--- config.mk ---
export PLATFORM = sky130hd
export DESIGN_NAME = debug_override_ctrl
export DESIGN_NICKNAME = d
export VERILOG_FILES = /design/src/rtl/debug_override_ctrl.sv
export SDC_FILE = /design/constraint.sdc
export NUM_CORES = 1
export LEC_CHECK = 0
export BUFFER_PORTS_ARGS = -buffer_cell sky130_fd_sc_hd__buf_2
export CORE_MARGIN = 4
export CORE_UTILIZATION = 50
export CTS_BUF_LIST = sky130_fd_sc_hd__clkbuf_4 sky130_fd_sc_hd__clkbuf_8
export DETAILED_ROUTE_END_ITERATION = 16
export PLACE_DENSITY_LB_ADDON = 0.12
export SLEW_MARGIN = 20
export SYNTH_ARGS = -nofsm -noshare
export SYNTH_HDL_FRONTEND = slang
export SYNTH_SLANG_ARGS = --single-unit
--- constraint.sdc ---
create_clock -name clk -period 3.2 [get_ports clk]
set_clock_uncertainty 0.15 [all_clocks]
set_input_delay 0.64 -clock clk [delete_from_list [all_inputs] [get_ports clk]]
set_output_delay 0.64 -clock clk [all_outputs]
set_load 0.1 [all_outputs]
--- src/rtl/debug_override_ctrl.sv ---
// Debug override controller: serial command frames load a shadow config, APPLY copies it
// atomically to the mux controls, CAPT shifts captured obs back out. Option: DBG_OVR_PARITY_EN.
module debug_override_ctrl #(
  parameter int NUM_SEL    = 10,
  parameter int WIDTH      = 3,
  parameter int OBS_W      = 9,
  parameter int SETTLE_CYC = 4
) (
  input  logic                     clk,
  input  logic                     rst_n,
  input  logic                     sdi,
  input  logic                     sdi_vld,
  input  logic [OBS_W-1:0]         obs,
  output logic [NUM_SEL-1:0]       mux_sel,
  output logic [NUM_SEL*WIDTH-1:0] mux_data,
  output logic                     sdo,
  output logic                     sdo_vld,
  output logic                     busy,
  output logic                     apply_done,
  output logic                     err
);

  localparam int CFG_LEN = NUM_SEL * (1 + WIDTH);
`ifdef DBG_OVR_PARITY_EN
  localparam int LOAD_BITS = CFG_LEN + 1;
`else
  localparam int LOAD_BITS = CFG_LEN;
`endif
  localparam int BCW = $clog2(LOAD_BITS + 1);
  localparam int SCW = (SETTLE_CYC > 0) ? $clog2(SETTLE_CYC + 1) : 1;
  localparam int CCW = $clog2(OBS_W + 1);

  typedef enum logic [2:0] {
    S_IDLE, S_OPC, S_LOAD, S_APPLY, S_SETTLE, S_CAPT
  } state_t;

  state_t             state, next_state;
  logic               op0;
  logic [BCW-1:0]     bit_cnt;
  logic [CFG_LEN-1:0] load_q;
  logic [CFG_LEN-1:0] shadow;
  logic               commit;
  logic               commit_ok;
  logic               load_last;
  logic [SCW-1:0]     settle_cnt;
  logic [OBS_W-1:0]   cap;
  logic [CCW-1:0]     cap_cnt;

  assign load_last = (state == S_LOAD) && sdi_vld && (bit_cnt == BCW'(LOAD_BITS - 1));

  // State register
  always_ff @(posedge clk or negedge rst_n) begin
    if (!rst_n) state <= S_IDLE;
    else        state <= next_state;
  end

  // Next-state logic; sdi is only consulted in IDLE, OPC and LOAD, so bits sent while busy vanish
  always_comb begin
    next_state = state;
    case (state)
      S_IDLE:   if (sdi_vld) next_state = S_OPC;
      S_OPC: begin
        if (sdi_vld) begin
          case ({sdi, op0})
            2'b01:   next_state = S_LOAD;
            2'b10:   next_state = S_APPLY;
            2'b11:   next_state = S_CAPT;
            default: next_state = S_IDLE;
          endcase
        end
      end
      S_LOAD:   if (load_last) next_state = S_IDLE;
      S_APPLY:  next_state = S_SETTLE;
      S_SETTLE: if (settle_cnt == '0) next_state = S_IDLE;
      S_CAPT:   if (cap_cnt == CCW'(OBS_W - 1)) next_state = S_IDLE;
      default:  next_state = S_IDLE;
    endcase
  end

  // Moore outputs
  always_comb begin
    busy       = 1'b0;
    apply_done = 1'b0;
    case (state)
      S_APPLY:  busy = 1'b1;
      S_SETTLE: begin
        busy       = 1'b1;
        apply_done = (settle_cnt == '0);
      end
      S_CAPT:   busy = 1'b1;
      default:  ;
    endcase
  end

  // Command decode and LOAD shifting; payload arrives LSB first, so shift in at the top
  always_ff @(posedge clk or negedge rst_n) begin
    if (!rst_n) begin
      op0     <= 1'b0;
      bit_cnt <= '0;
      load_q  <= '0;
      commit  <= 1'b0;
      shadow  <= '0;
    end else begin
      if (state == S_IDLE && sdi_vld) op0 <= sdi;
      if (state != S_LOAD)  bit_cnt <= '0;
      else if (sdi_vld)     bit_cnt <= bit_cnt + 1'b1;
      if (state == S_LOAD && sdi_vld && bit_cnt < BCW'(CFG_LEN))
        load_q <= {sdi, load_q[CFG_LEN-1:1]};
      commit <= load_last && commit_ok;
      if (commit) shadow <= load_q;
    end
  end

`ifdef DBG_OVR_PARITY_EN
  logic par_acc;
  logic err_q;

  // par_acc holds the XOR of payload bits seen so far; the final bit must make it even
  always_ff @(posedge clk or negedge rst_n) begin
    if (!rst_n) begin
      par_acc <= 1'b0;
      err_q   <= 1'b0;
    end else begin
      if (state != S_LOAD) par_acc <= 1'b0;
      else if (sdi_vld)    par_acc <= par_acc ^ sdi;
      if (load_last && (par_acc ^ sdi)) err_q <= 1'b1;
    end
  end

  assign commit_ok = ~(par_acc ^ sdi);
  assign err       = err_q;
`else
  assign commit_ok = 1'b1;
  assign err       = 1'b0;
`endif

  // Live mux controls and settle timer
  always_ff @(posedge clk or negedge rst_n) begin
    if (!rst_n) begin
      mux_sel    <= '0;
      mux_data   <= '0;
      settle_cnt <= '0;
    end else begin
      if (state == S_APPLY) begin
        mux_sel    <= shadow[NUM_SEL-1:0];
        mux_data   <= shadow[CFG_LEN-1:NUM_SEL];
        settle_cnt <= SCW'(SETTLE_CYC);
      end else if (state == S_SETTLE && settle_cnt != '0) begin
        settle_cnt <= settle_cnt - 1'b1;
      end
    end
  end

  // Capture: obs is latched on the entry edge so sdo_vld is high for exactly the CAPT cycles
  always_ff @(posedge clk or negedge rst_n) begin
    if (!rst_n) begin
      cap     <= '0;
      cap_cnt <= '0;
      sdo     <= 1'b0;
      sdo_vld <= 1'b0;
    end else if (state == S_OPC && next_state == S_CAPT) begin
      cap     <= obs;
      cap_cnt <= '0;
      sdo     <= obs[0];
      sdo_vld <= 1'b1;
    end else if (state == S_CAPT) begin
      if (cap_cnt == CCW'(OBS_W - 1)) begin
        sdo     <= 1'b0;
        sdo_vld <= 1'b0;
      end else begin
        cap     <= cap >> 1;
        cap_cnt <= cap_cnt + 1'b1;
        sdo     <= cap[1];
      end
    end
  end

endmodule
# After elaboration in Yosys (flattened, before gate mapping)
# Cells that the tools add are included.
# word_totals
regBits,149
input_bits,13
output_inout_bits,45
word_cells,71
# classes
n_addsub,3
magnitude_cmp,1
n_eq_ne,13
mux,25
reduce_logical,16
# ops
op,count
two-way mux 9 bit,3
two-way mux 3 bit,7
one-hot mux 3 bit (6 select lines),1
two-way mux 4 bit,3
two-way mux 6 bit,2
"== test 3 bit, second input constant",3
one-hot mux 3 bit (3 select lines),1
two-way mux 1 bit,8
nonzero test 2 bit,4
"adder 6 x 1 -> 6 bit, second input constant",1
"== test 3 x 2 -> 1 bit, second input constant",2
"== test 6 bit, second input constant",1
logical AND 1 bit,6
zero test 3 bit,2
"< comparator 6 bit, second input constant",1
"adder 4 x 1 -> 4 bit, second input constant",1
"== test 2 bit, second input constant",2
"== test 4 bit, second input constant",1
AND reduction 2 bit,2
"== test 3 x 1 -> 1 bit, second input constant",1
"!= test 3 x 2 -> 1 bit, second input constant",1
nonzero test 3 bit,1
OR reduction 3 bit,1
"subtractor 3 x 1 -> 3 bit, second input constant",1
other kinds (2),2

# Logic depth before layout (Yosys ltp)
# Gate-level depths: netlist of run 1.
# depth
depth_word,9
mapped_depth,7

# Least setup slack after synthesis of run 1
# Ideal clock, no wire load.
# synth_path
kind,reg2out
startpoint,reg settle_cnt[0]
endpoint,out apply_done
t_arrival_ps,3497
slack_ps,-1087
path_stages_with_launch,5
path_buffers,0
cell_sequence,dfrtp_1 -> inv_1 -> ha_1 -> inv_1 -> nor4_1
# synth_via
elab_chain_cells,2
# synth_rtl
item,line_no,source
start: declaration,45,logic [SCW-1:0] settle_cnt;
start signal: assignment,147,settle_cnt <= SCW'(SETTLE_CYC);
start signal: assignment,149,settle_cnt <= settle_cnt - 1'b1;
zero test 3 bit,88,apply_done = (settle_cnt == '0);
two-way mux 1 bit,84,case (state)
end: declaration,19,"output logic apply_done,"
# No other way between the ends.

# Worst setup path after layout of run 1
# layout_path
startpoint,reg state[0]
endpoint,out busy
# layout_via
elab_chain_cells,3
# layout_rtl
item,line_no,source
start: declaration,37,"state_t state, next_state;"
start signal: assignment,54,else state <= next_state;
== test 3 x 2 -> 1 bit / == test 3 bit (equally long branches),84,
OR reduction 3 bit (no source line) *,--,
two-way mux 1 bit *,84,
end: declaration,18,"output logic busy,"
# Mark *: on every way between the ends. The rest lies on a longest branch, timed or not.

==> results of run 1 <==
[worst register-to-register path, cell delays in order (launching register included)]
cell and delay (ps):
dfrtp_1 600, or3b_1 530, inv_2 90, nand3_2 80, buf_4 320, mux2_4 380
[Yosys cell counts]
cell        n  area (µm²)
dfrtp_1   148        3704
mux2_2     81       912.1
mux2_4     40       600.6
nand2_1    26       97.59
nor2_1     16       60.06
o21ai_0     9       45.04
a31oi_1     7       43.79
inv_1       7       26.28
buf_2       6       30.03
clkbuf_1    6       22.52
ha_1        6       75.07
nand4_1     5       31.28
xnor2_1     5       43.79
a21oi_1     4       20.02
and2_1      4       25.02
buf_1       4       15.01
buf_6       4       45.04
nand3_1     4       20.02
nand3b_1    3       22.52
xor2_1      3       26.28
and3b_1     2       17.52
mux2i_1     2       20.02
nor2b_1     2       12.51
a21boi_0    1       7.510
a22oi_1     1       7.510
buf_4       1       7.510
conb_1      1       3.750
inv_2       1       3.750
nand2b_1    1       6.260
nand3_2     1       10.01
nand4b_1    1       8.760
nor3_1      1       5.000
nor3b_1     1       7.510
nor4_1      1       6.260
nor4b_1     1       8.760
o21a_1      1       7.510
o221ai_1    1       8.760
o22ai_1     1       6.260
or3_1       1       6.260
or3b_1      1       8.760
[worst max-delay path by stage]
stage	start	end	depth (start not counted)
final	state[0]$_DFF_PN0_	busy	4
after CTS	state[0]$_DFF_PN0_	busy	4
after global routing	state[0]$_DFF_PN0_	busy	4
after global placement	state[0]$_DFF_PN0_	busy	4
after floorplan	settle_cnt[0]$_DFFE_PN0P_	apply_done	4
after detailed placement	state[0]$_DFF_PN0_	busy	4
[state kept, by name (all words and copies together) (netlist names)]
signal / count
settle_cnt: 3
sdo: 1
mux_sel: 10
commit: 1
op0: 1
sdo_vld: 1
state: 3
shadow: 40
cap: 8
load_q: 40
bit_cnt: 6
cap_cnt: 4
mux_data: 30
[routing by layer]
metal	part of all wire, %	GRT usage [%]
met1	46	19.16
met2	48	23.93
met3	3.9	4.421
met4	2.3	7.326
met5	0	0
[per-stage QoR]
stage          cells  hold slack, ps
2_1_floorplan    411           194.4
4_1_cts          629           43.10
3_3_place_gp     597           331.3
5_1_grt          629           78.87
3_5_place_dp     597           337.8
6_report         629           34.67
[logic make-up (layout without fill, tap and decap cells)]
| kind of cell | Yosys count | count (layout) | share of synthesized area, % |
|---|---|---|---|
| flops | 148 | 148 | 61.36 |
| simple gates | 71 | 71 | 5.867 |
| mux | 123 | 123 | 25.39 |
| buf+inv | 29 | 104 | 2.487 |
| xor+xnor | 8 | 8 | 1.161 |
| compound gates | 25 | 25 | 2.426 |
| other cells | 1 | 1 | 0.06213 |
| fa+ha+maj | 6 | 6 | 1.244 |
[area by class of cell]
class / count / area share (%)
Inverter: 8 / 0.4396
Clock buffer: 22 / 3.974
Timing Repair Buffer: 64 / 5.073
Clock inverter: 10 / 1.593
Sequential cell: 148 / 54.23
Multi-Input combinational cell: 234 / 32.07
Tap cell: 143 / 2.619
[power groups by stage]
stage          clock, mW  combinational [mW]  sequential [mW]
3_3_place_gp           0               0.783             2.15
4_1_cts             1.44               0.809             2.13
6_report            1.39               0.793             2.13
5_1_grt             1.51               0.874             2.15
2_1_floorplan          0               0.614             2.17
3_5_place_dp           0               0.807             2.16
==> flow_summary.json, run 1 <==
{
  "hp-class": "input pin to asynchronous set/reset pin",
  "critPathBufInv": 1,
  "first_iter_violations": 152,
  "avgViaCountPerCell": 5.324,
  "vias": 3349,
  "yosys_warnings": 0,
  "combPwrFrac_pct": 18.4,
  "synth_fp_nets": 430,
  "drive_above_1_share_pct": 45.68,
  "clock-sinks": 148,
  "clock_path_buffers": 2,
  "avgSynthCellArea_um2": 14.69,
  "rsz0062_at_grt": "false",
  "track_usage_pct": 15.13,
  "rr_endpoint": "load_q[7]$_DFFE_PN0P_",
  "ant_nets": 0,
  "grt_pass1_vias": 3468,
  "total_power_mw": 4.317,
  "wl_per_cell_um": 15.52,
  "io_pins": 58,
  "endpoint_kind": "output port",
  "power.internal_mw": 3.031,
  "seqPwrFrac_pct": 49.3,
  "max_freq_mhz": 356.8,
  "rrSetupSlack_ps": 940,
  "finalHoldViolations": 0,
  "grt_pass1_wl_um": 16930,
  "clkPwrFrac_pct": 32.3,
  "syn-cell-area_um2": 6036,
  "grt_overflow": 0,
  "post_cts_resized": 0,
  "crit_path_start_kind": "register",
  "cts-buffers-inserted": 17,
  "root_buffer": "clkbuf_8",
  "antenna_cells": 0,
  "syn_inst": 411,
  "status": "complete, no violations",
  "cp_max_fo": 13,
  "cp.arrival_ps": 2010,
  "seq_area_frac_synth_pct": 61.36,
  "power_density_nw_per_um2": 631.8,
  "clk_pin_slew_ps": 70,
  "core-area_um2": 11610,
  "report.final.setup_viol": 0,
  "ys_ff_latch": 148,
  "r2r-start": "state[1]$_DFF_PN0_",
  "swShare_pct": 29.79,
  "fin_tns_setup_ps": 0,
  "cp_data_required_time_ps": 2410,
  "synth_cell_type_count": 40,
  "num_rows": 39,
  "worstRegToRegCells": 5,
  "final.setup.worst_slack_ps": 397.0,
  "place.gp.congestion": 0.7831,
  "placed_cell_area_um2": 6451,
  "min_period_ps": 2803,
  "drc_errors": 0,
  "die-width_um": 117.9,
  "cts_tree": "built",
  "layout_commonest_cell": "dfrtp_1",
  "io_buffers": 56,
  "regArea_um2": 3705,
  "crit_chain": "nor2b_1, nand2_2, nand2_1, buf_2",
  "final_nets": 492,
  "critPathKind": "register to output port",
  "p_leak_nw": 3.665,
  "ir_worst_vdd_uv": 303.5,
  "drtPass1Iterations": 2,
  "die-area_um2": 13890,
  "maxCapViolations": 0,
  "cp_slowest_cell": "dfrtp_1",
  "wl_um": 9764,
  "slew_headroom_pct": 35.07,
  "grt_max_degree": 71,
  "final_design_area_no_fill_um2": 6832,
  "crit_family": "simple AND/OR/NAND/NOR gates",
  "finalMaxSlewViolations": 0,
  "num-fill-cells": 958,
  "fin_crit_sh_pct": 87.59,
  "slowest_delay_ps": 560,
  "h-tree-depth": 4,
  "multiInputGateArea_um2": 2191,
  "clk_latency_ps": 440,
  "post_cts_buffers": 0,
  "antenna_found_initial": 0,
  "post-dp-hpwl_um": 6090,
  "ctsHoldBuffers": 0,
  "tightest_slew_ps": 973.9,
  "finish.utilization_pct": 58.82,
  "areaGrowthSynthToFinish_pct": 13.18,
  "switching_power_mw": 1.286,
  "fp.dieH_um": 117.9,
  "place_ws_ps": 860.9,
  "final_cell_mix": "dfrtp_1 (147), mux2_2 (81), buf_2 (55)",
  "initial_core_util_pct": 51.97
}
Power figures use the tool's default switching activity.
==> inputs of run 2 (changes only) <==
ABC_AREA = 1   (was unset)
CTS_CLUSTER_SIZE = 40   (was unset)
==> flow_summary.json, run 2 <==
{
  "h-tree-depth": 4,
  "final_cell_mix": "nand2_1 (170), dfrtp_1 (147), o21ai_0 (109)",
  "post_cts_resized": 0,
  "vias": 4129,
  "yosysMostFrequentCell": "nand2_1",
  "total_power_mw": 4.997,
  "synth_cell_type_count": 33,
  "syn_inst": 650,
  "io_pins": 58,
  "slew_headroom_pct": 55.38,
  "cts-buffers-inserted": 17,
  "clk_latency_ps": 440,
  "synth_common_cells": "nand2_1 (170), dfrtp_1 (148), o21ai_0 (109), inv_1 (85), nor2_1 (27)",
  "track_usage_pct": 16.61,
  "synth_top_area_cell": "dfrtp_1",
  "min_period_ps": 2606,
  "drc_errors": 0,
  "crit_chain": "nor2_2, nand2_1, nand3_1, buf_2",
  "hp-class": "input pin to asynchronous set/reset pin",
  "slowest_delay_ps": 460,
  "grt_pass1_vias": 4157,
  "avgSynthCellArea_um2": 9.203,
  "core-area_um2": 11560,
  "layout_commonest_cell": "nand2_1",
  "status": "complete, no violations",
  "multiInputGateArea_um2": 1790,
  "tightest_slew_ps": 669.4,
  "wl_per_cell_um": 12.11,
  "finalMaxSlewViolations": 0,
  "async_flop_share_pct": 100.0,
  "finalHoldViolations": 0,
  "reg.largest.list": "load_q (40), shadow (40), mux_data (30)",
  "antenna_cells": 0,
  "initial_core_util_pct": 51.73,
  "power_density_nw_per_um2": 736.8,
  "ys_ff_latch": 148,
  "num_rows": 39,
  "critPathKind": "register to output port",
  "cp_max_fo": 5,
  "clock_path_buffers": 2,
  "die-area_um2": 13780,
  "areaGrowthSynthToFinish_pct": 13.39,
  "grt_max_degree": 76,
  "post_cts_buffers": 0,
  "post-dp-hpwl_um": 7082,
  "final_nets": 721,
  "finish.utilization_pct": 58.65,
  "seq_area_frac_synth_pct": 61.91,
  "fin_crit_sh_pct": 81.43,
  "clock-sinks": 148,
  "cp_slowest_cell": "dfrtp_1",
  "drive_above_1_share_pct": 16.25,
  "root_buffer": "clkbuf_8",
  "grt_overflow": 0,
  "antenna_found_initial": 0,
  "synth_edf_count": 0,
  "endpoint_kind": "output port",
  "die-width_um": 117.4,
  "ir_worst_vdd_uv": 591.7,
  "fin_tns_setup_ps": 0,
  "maxCapViolations": 0,
  "yosysTopAreaCellShare_pct": 61.91,
  "p_leak_nw": 3.459,
  "yosys_warnings": 0,
  "ys_top_cells_by_area": "dfrtp_1 (62%), nand2_1 (11%), o21ai_0 (9.1%), inv_1 (5.3%), a21oi_1 (2.0%)",
  "report.final.setup_viol": 0,
  "crit_path_start_kind": "register",
  "avgViaCountPerCell": 4.818,
  "ctsHoldBuffers": 0,
  "cp_data_required_time_ps": 2410,
  "rsz0062_at_grt": "false",
  "wl_um": 10380,
  "clk_pin_slew_ps": 70,
  "fp.dieH_um": 117.4,
  "ys.flop_type": "dfrtp_1",
  "cp.arrival_ps": 1820,
  "io_buffers": 56,
  "place.gp.congestion": 0.8079,
  "regArea_um2": 3705,
  "max_freq_mhz": 383.7,
  "syn-cell-area_um2": 5982,
  "synth_fp_nets": 669,
  "num-fill-cells": 1064,
  "ant_nets": 0,
  "worstRegToRegCells": 7,
  "drtPass1Iterations": 4,
  "grt_pass1_wl_um": 18890,
  "first_iter_violations": 178,
  "cts_tree": "built"
}
run 2: changes by cell type in the layout (fill, tap and decap cells not counted), moves of 14 or more:
| cell | before | now |
|---|---|---|
| mux2_2 | 81 | 0 |
| o21ai_0 | 9 | 109 |
| inv_1 | 7 | 85 |
| a21oi_1 | 4 | 24 |
| nand3_1 | 4 | 18 |
| mux2_4 | 40 | 1 |
| nand2_1 | 25 | 170 |
run 2: area by class of cell:
| cell class | instances | area share (%) |
|---|---|---|
| flip-flops and latches | 148 | 54.62 |
| inverters | 91 | 5.073 |
| repair buffers | 63 | 5.184 |
| clock buffers | 22 | 4.187 |
| well taps | 143 | 2.638 |
| clock inverters | 9 | 1.900 |
| multi-input cells | 381 | 26.40 |
run 2: power breakdown:
| part | leakage (nW) | internal, mW | switching [mW] | total [mW] |
|---|---|---|---|---|
| sequential | 1.93 | 2.24 | 0.263 | 2.50 |
| combinational | 1.32 | 0.308 | 0.696 | 1.00 |
| clock | 0.209 | 0.831 | 0.662 | 1.49 |
| total | 3.46 | 3.38 | 1.62 | 5.00 |
run 2: final timing paths:
check	from	end	slack [ps]
worst max-delay path	state[1]$_DFF_PN0_	busy	590
worst min-delay path	rst_n	mux_data[26]$_DFFE_PN0P_	50
worst max register to register	state[2]$_DFF_PN0_	load_q[38]$_DFFE_PN0P_	1160
worst min register to register	load_q[10]$_DFFE_PN0P_	shadow[10]$_DFFE_PN0P_	330
max in group asynchronous	rst_n	load_q[20]$_DFFE_PN0P_	2070
min in group clk	obs[8]	cap[8]$_DFFE_PN0P_	250
run 2: critical path: cells and delay by family, from the launching register on:
kind | cells | cell delay, ps
buffers and inverters | 1 | 440
DFF | 1 | 460
and+or+nand+nor | 3 | 480
run 2: routing by layer:
layer  up-vias  wire length (µm)  track usage, %
met2        61              4594           25.76
met4         0               202           6.818
met3        16               369           4.379
met1      1925              5214           22.41
met5         -                 0               0
li1       2127                 -               -
run 2: logic make-up after synthesis:
family	count (synthesis)	synth area share [%]
AOI/OAI and AO/OA	136	11.50
xor gates and xnor gates	2	0.2929
adders and majority gates	6	1.255
buffers and inverters	121	8.241
DFF	148	61.91
muxes	1	0.2509
other	1	0.06269
and+or+nand+nor	235	16.48
run 2: metrics by stage:
step	std cells	setup slack, ps	hold WS (ps)	cell area [µm²]
floorplan	650	508.4	194.4	5982
global placement	826	934.4	311.7	6370
detailed placement	826	910.7	317.8	6370
CTS	857	553.3	59.78	6783
global route	857	492.0	102.5	6783
finish	857	594.1	54.87	6783
==> inputs of run 3 (changes only) <==
ABC_AREA = 0   (was 1)
clock period = 2.26 ns   (was 3.2 ns; I/O delays follow)
==> flow_summary.json, run 3 (synthesized netlist as in run 1, its figures left out) <==
{
  "vias": 3329,
  "crit_family": "simple AND/OR/NAND/NOR gates",
  "placed_cell_area_um2": 6568,
  "crit_path_start_kind": "register",
  "grt_overflow": 0,
  "cp_data_required_time_ps": 1660,
  "cp.arrival_ps": 1610,
  "post-dp-hpwl_um": 6383,
  "wl_per_cell_um": 15.09,
  "initial_core_util_pct": 51.97,
  "p_leak_nw": 3.753,
  "h-tree-depth": 4,
  "slowest_delay_ps": 390,
  "crit_chain": "buf_6, nand2b_4, nor4_4, buf_12",
  "endpoint_kind": "output port",
  "cts_tree": "built",
  "report.final.setup_viol": 0,
  "first_iter_violations": 95,
  "clk_latency_ps": 430,
  "clock_path_buffers": 2,
  "grt_pass1_wl_um": 16950,
  "tightest_slew_ps": 506.7,
  "wl_um": 9596,
  "core-area_um2": 11610,
  "final_design_area_no_fill_um2": 7022,
  "final_cell_mix": "dfrtp_1 (147), mux2_2 (81), buf_2 (53)",
  "finalMaxSlewViolations": 0,
  "final_nets": 501,
  "min_period_ps": 2216,
  "clk_pin_slew_ps": 70,
  "fp.dieH_um": 117.9,
  "cp_max_fo": 6,
  "critPathBufInv": 2,
  "track_usage_pct": 15.30,
  "grt_pass1_vias": 3478,
  "layout_commonest_cell": "dfrtp_1",
  "place_ws_ps": 261.9,
  "avgViaCountPerCell": 5.234,
  "ir_worst_vdd_uv": 500.3,
  "place.gp.congestion": 0.7773,
  "io_pins": 58,
  "finalHoldViolations": 0,
  "ant_nets": 0,
  "rsz0062_at_grt": "true",
  "stdcell_count": 636,
  "maxCapViolations": 0,
  "io_buffers": 56,
  "cp_slowest_cell": "dfrtp_1",
  "die-area_um2": 13890,
  "drive_above_1_share_pct": 47.26,
  "slew_headroom_pct": 65.87,
  "reg.largest.list": "load_q (40), shadow (40), mux_data (30)",
  "drtPass1Iterations": 4,
  "clock-sinks": 148,
  "final.setup.worst_slack_ps": 43.52,
  "place_inst": 601,
  "drc_errors": 0,
  "die-width_um": 117.9,
  "areaGrowthSynthToFinish_pct": 16.33,
  "antenna_found_initial": 0,
  "critPathKind": "register to output port",
  "num_rows": 39,
  "power_density_nw_per_um2": 908.9,
  "grt_max_degree": 50,
  "hp-class": "input pin to register",
  "status": "complete, no violations",
  "fin_crit_sh_pct": 98.07,
  "antenna_cells": 0,
  "cts-buffers-inserted": 17,
  "root_buffer": "clkbuf_8",
  "max_freq_mhz": 451.2,
  "fin_tns_setup_ps": 0
}
run 3: final cells by class:
cell class,count,area [µm²]
Clock inverter,4,70.07
Tap cell,143,178.9
Sequential cell,148,3705
Timing Repair Buffer,73,488.0
Inverter,8,30.03
Clock buffer,26,332.8
Fill cell,930,4592
Multi-Input combinational cell,234,2217
run 3: power breakdown:
part           switching, mW  internal, mW
Combinational          0.807         0.572
Sequential             0.123          2.84
Clock                  0.878          1.16
run 3: routing by layer:
| metal | global-route usage [%] | part of all wire (%) |
|---|---|---|
| met4 | 7.692 | 2.1 |
| met3 | 4.469 | 3.4 |
| met1 | 19.28 | 45 |
| met5 | 0 | 0 |
| met2 | 24.18 | 49 |
run 3: worst paths after layout:
check	start	slack [ps]	cells after the start	end
setup reg to reg	state[0]$_DFF_PN0_	260	5	load_q[3]$_DFFE_PN0P_
hold reg to reg	mux_data[1]$_DFFE_PN0P_	350	1	mux_data[1]$_DFFE_PN0P_
min in group asynchronous	rst_n	340	2	mux_sel[7]$_DFFE_PN0P_
hold / removal	obs[8]	120	3	cap[8]$_DFFE_PN0P_
max in group asynchronous	rst_n	1000	3	state[0]$_DFF_PN0_
setup / recovery	state[1]$_DFF_PN0_	40	4	apply_done
run 3: what timing repair did:
item | CTS | global route
pin swaps | 1 | 1
gates resized for setup | 3 | 2
cloned | 0 | 0
setup endpoints to repair | 2 | 2
hold buffers | 1 | 0
endpoints found under the hold margin | 41 | 0
buffers inserted | 1 | 3
run 3: metrics by stage:
step	hold slack, ps	total power [mW]	utilization (%)
after floorplan	6.409	3.980	-
after global placement	259.1	4.279	56.55
after detailed placement	257.8	4.332	56.55
after CTS	80.82	6.420	60.19
after global routing	94.26	6.746	60.46
final	123.6	6.382	60.46
run 3: worst min-delay path: stages:
cell     delay, ps
buf_2          100
inv_1           40
o21ai_0         80
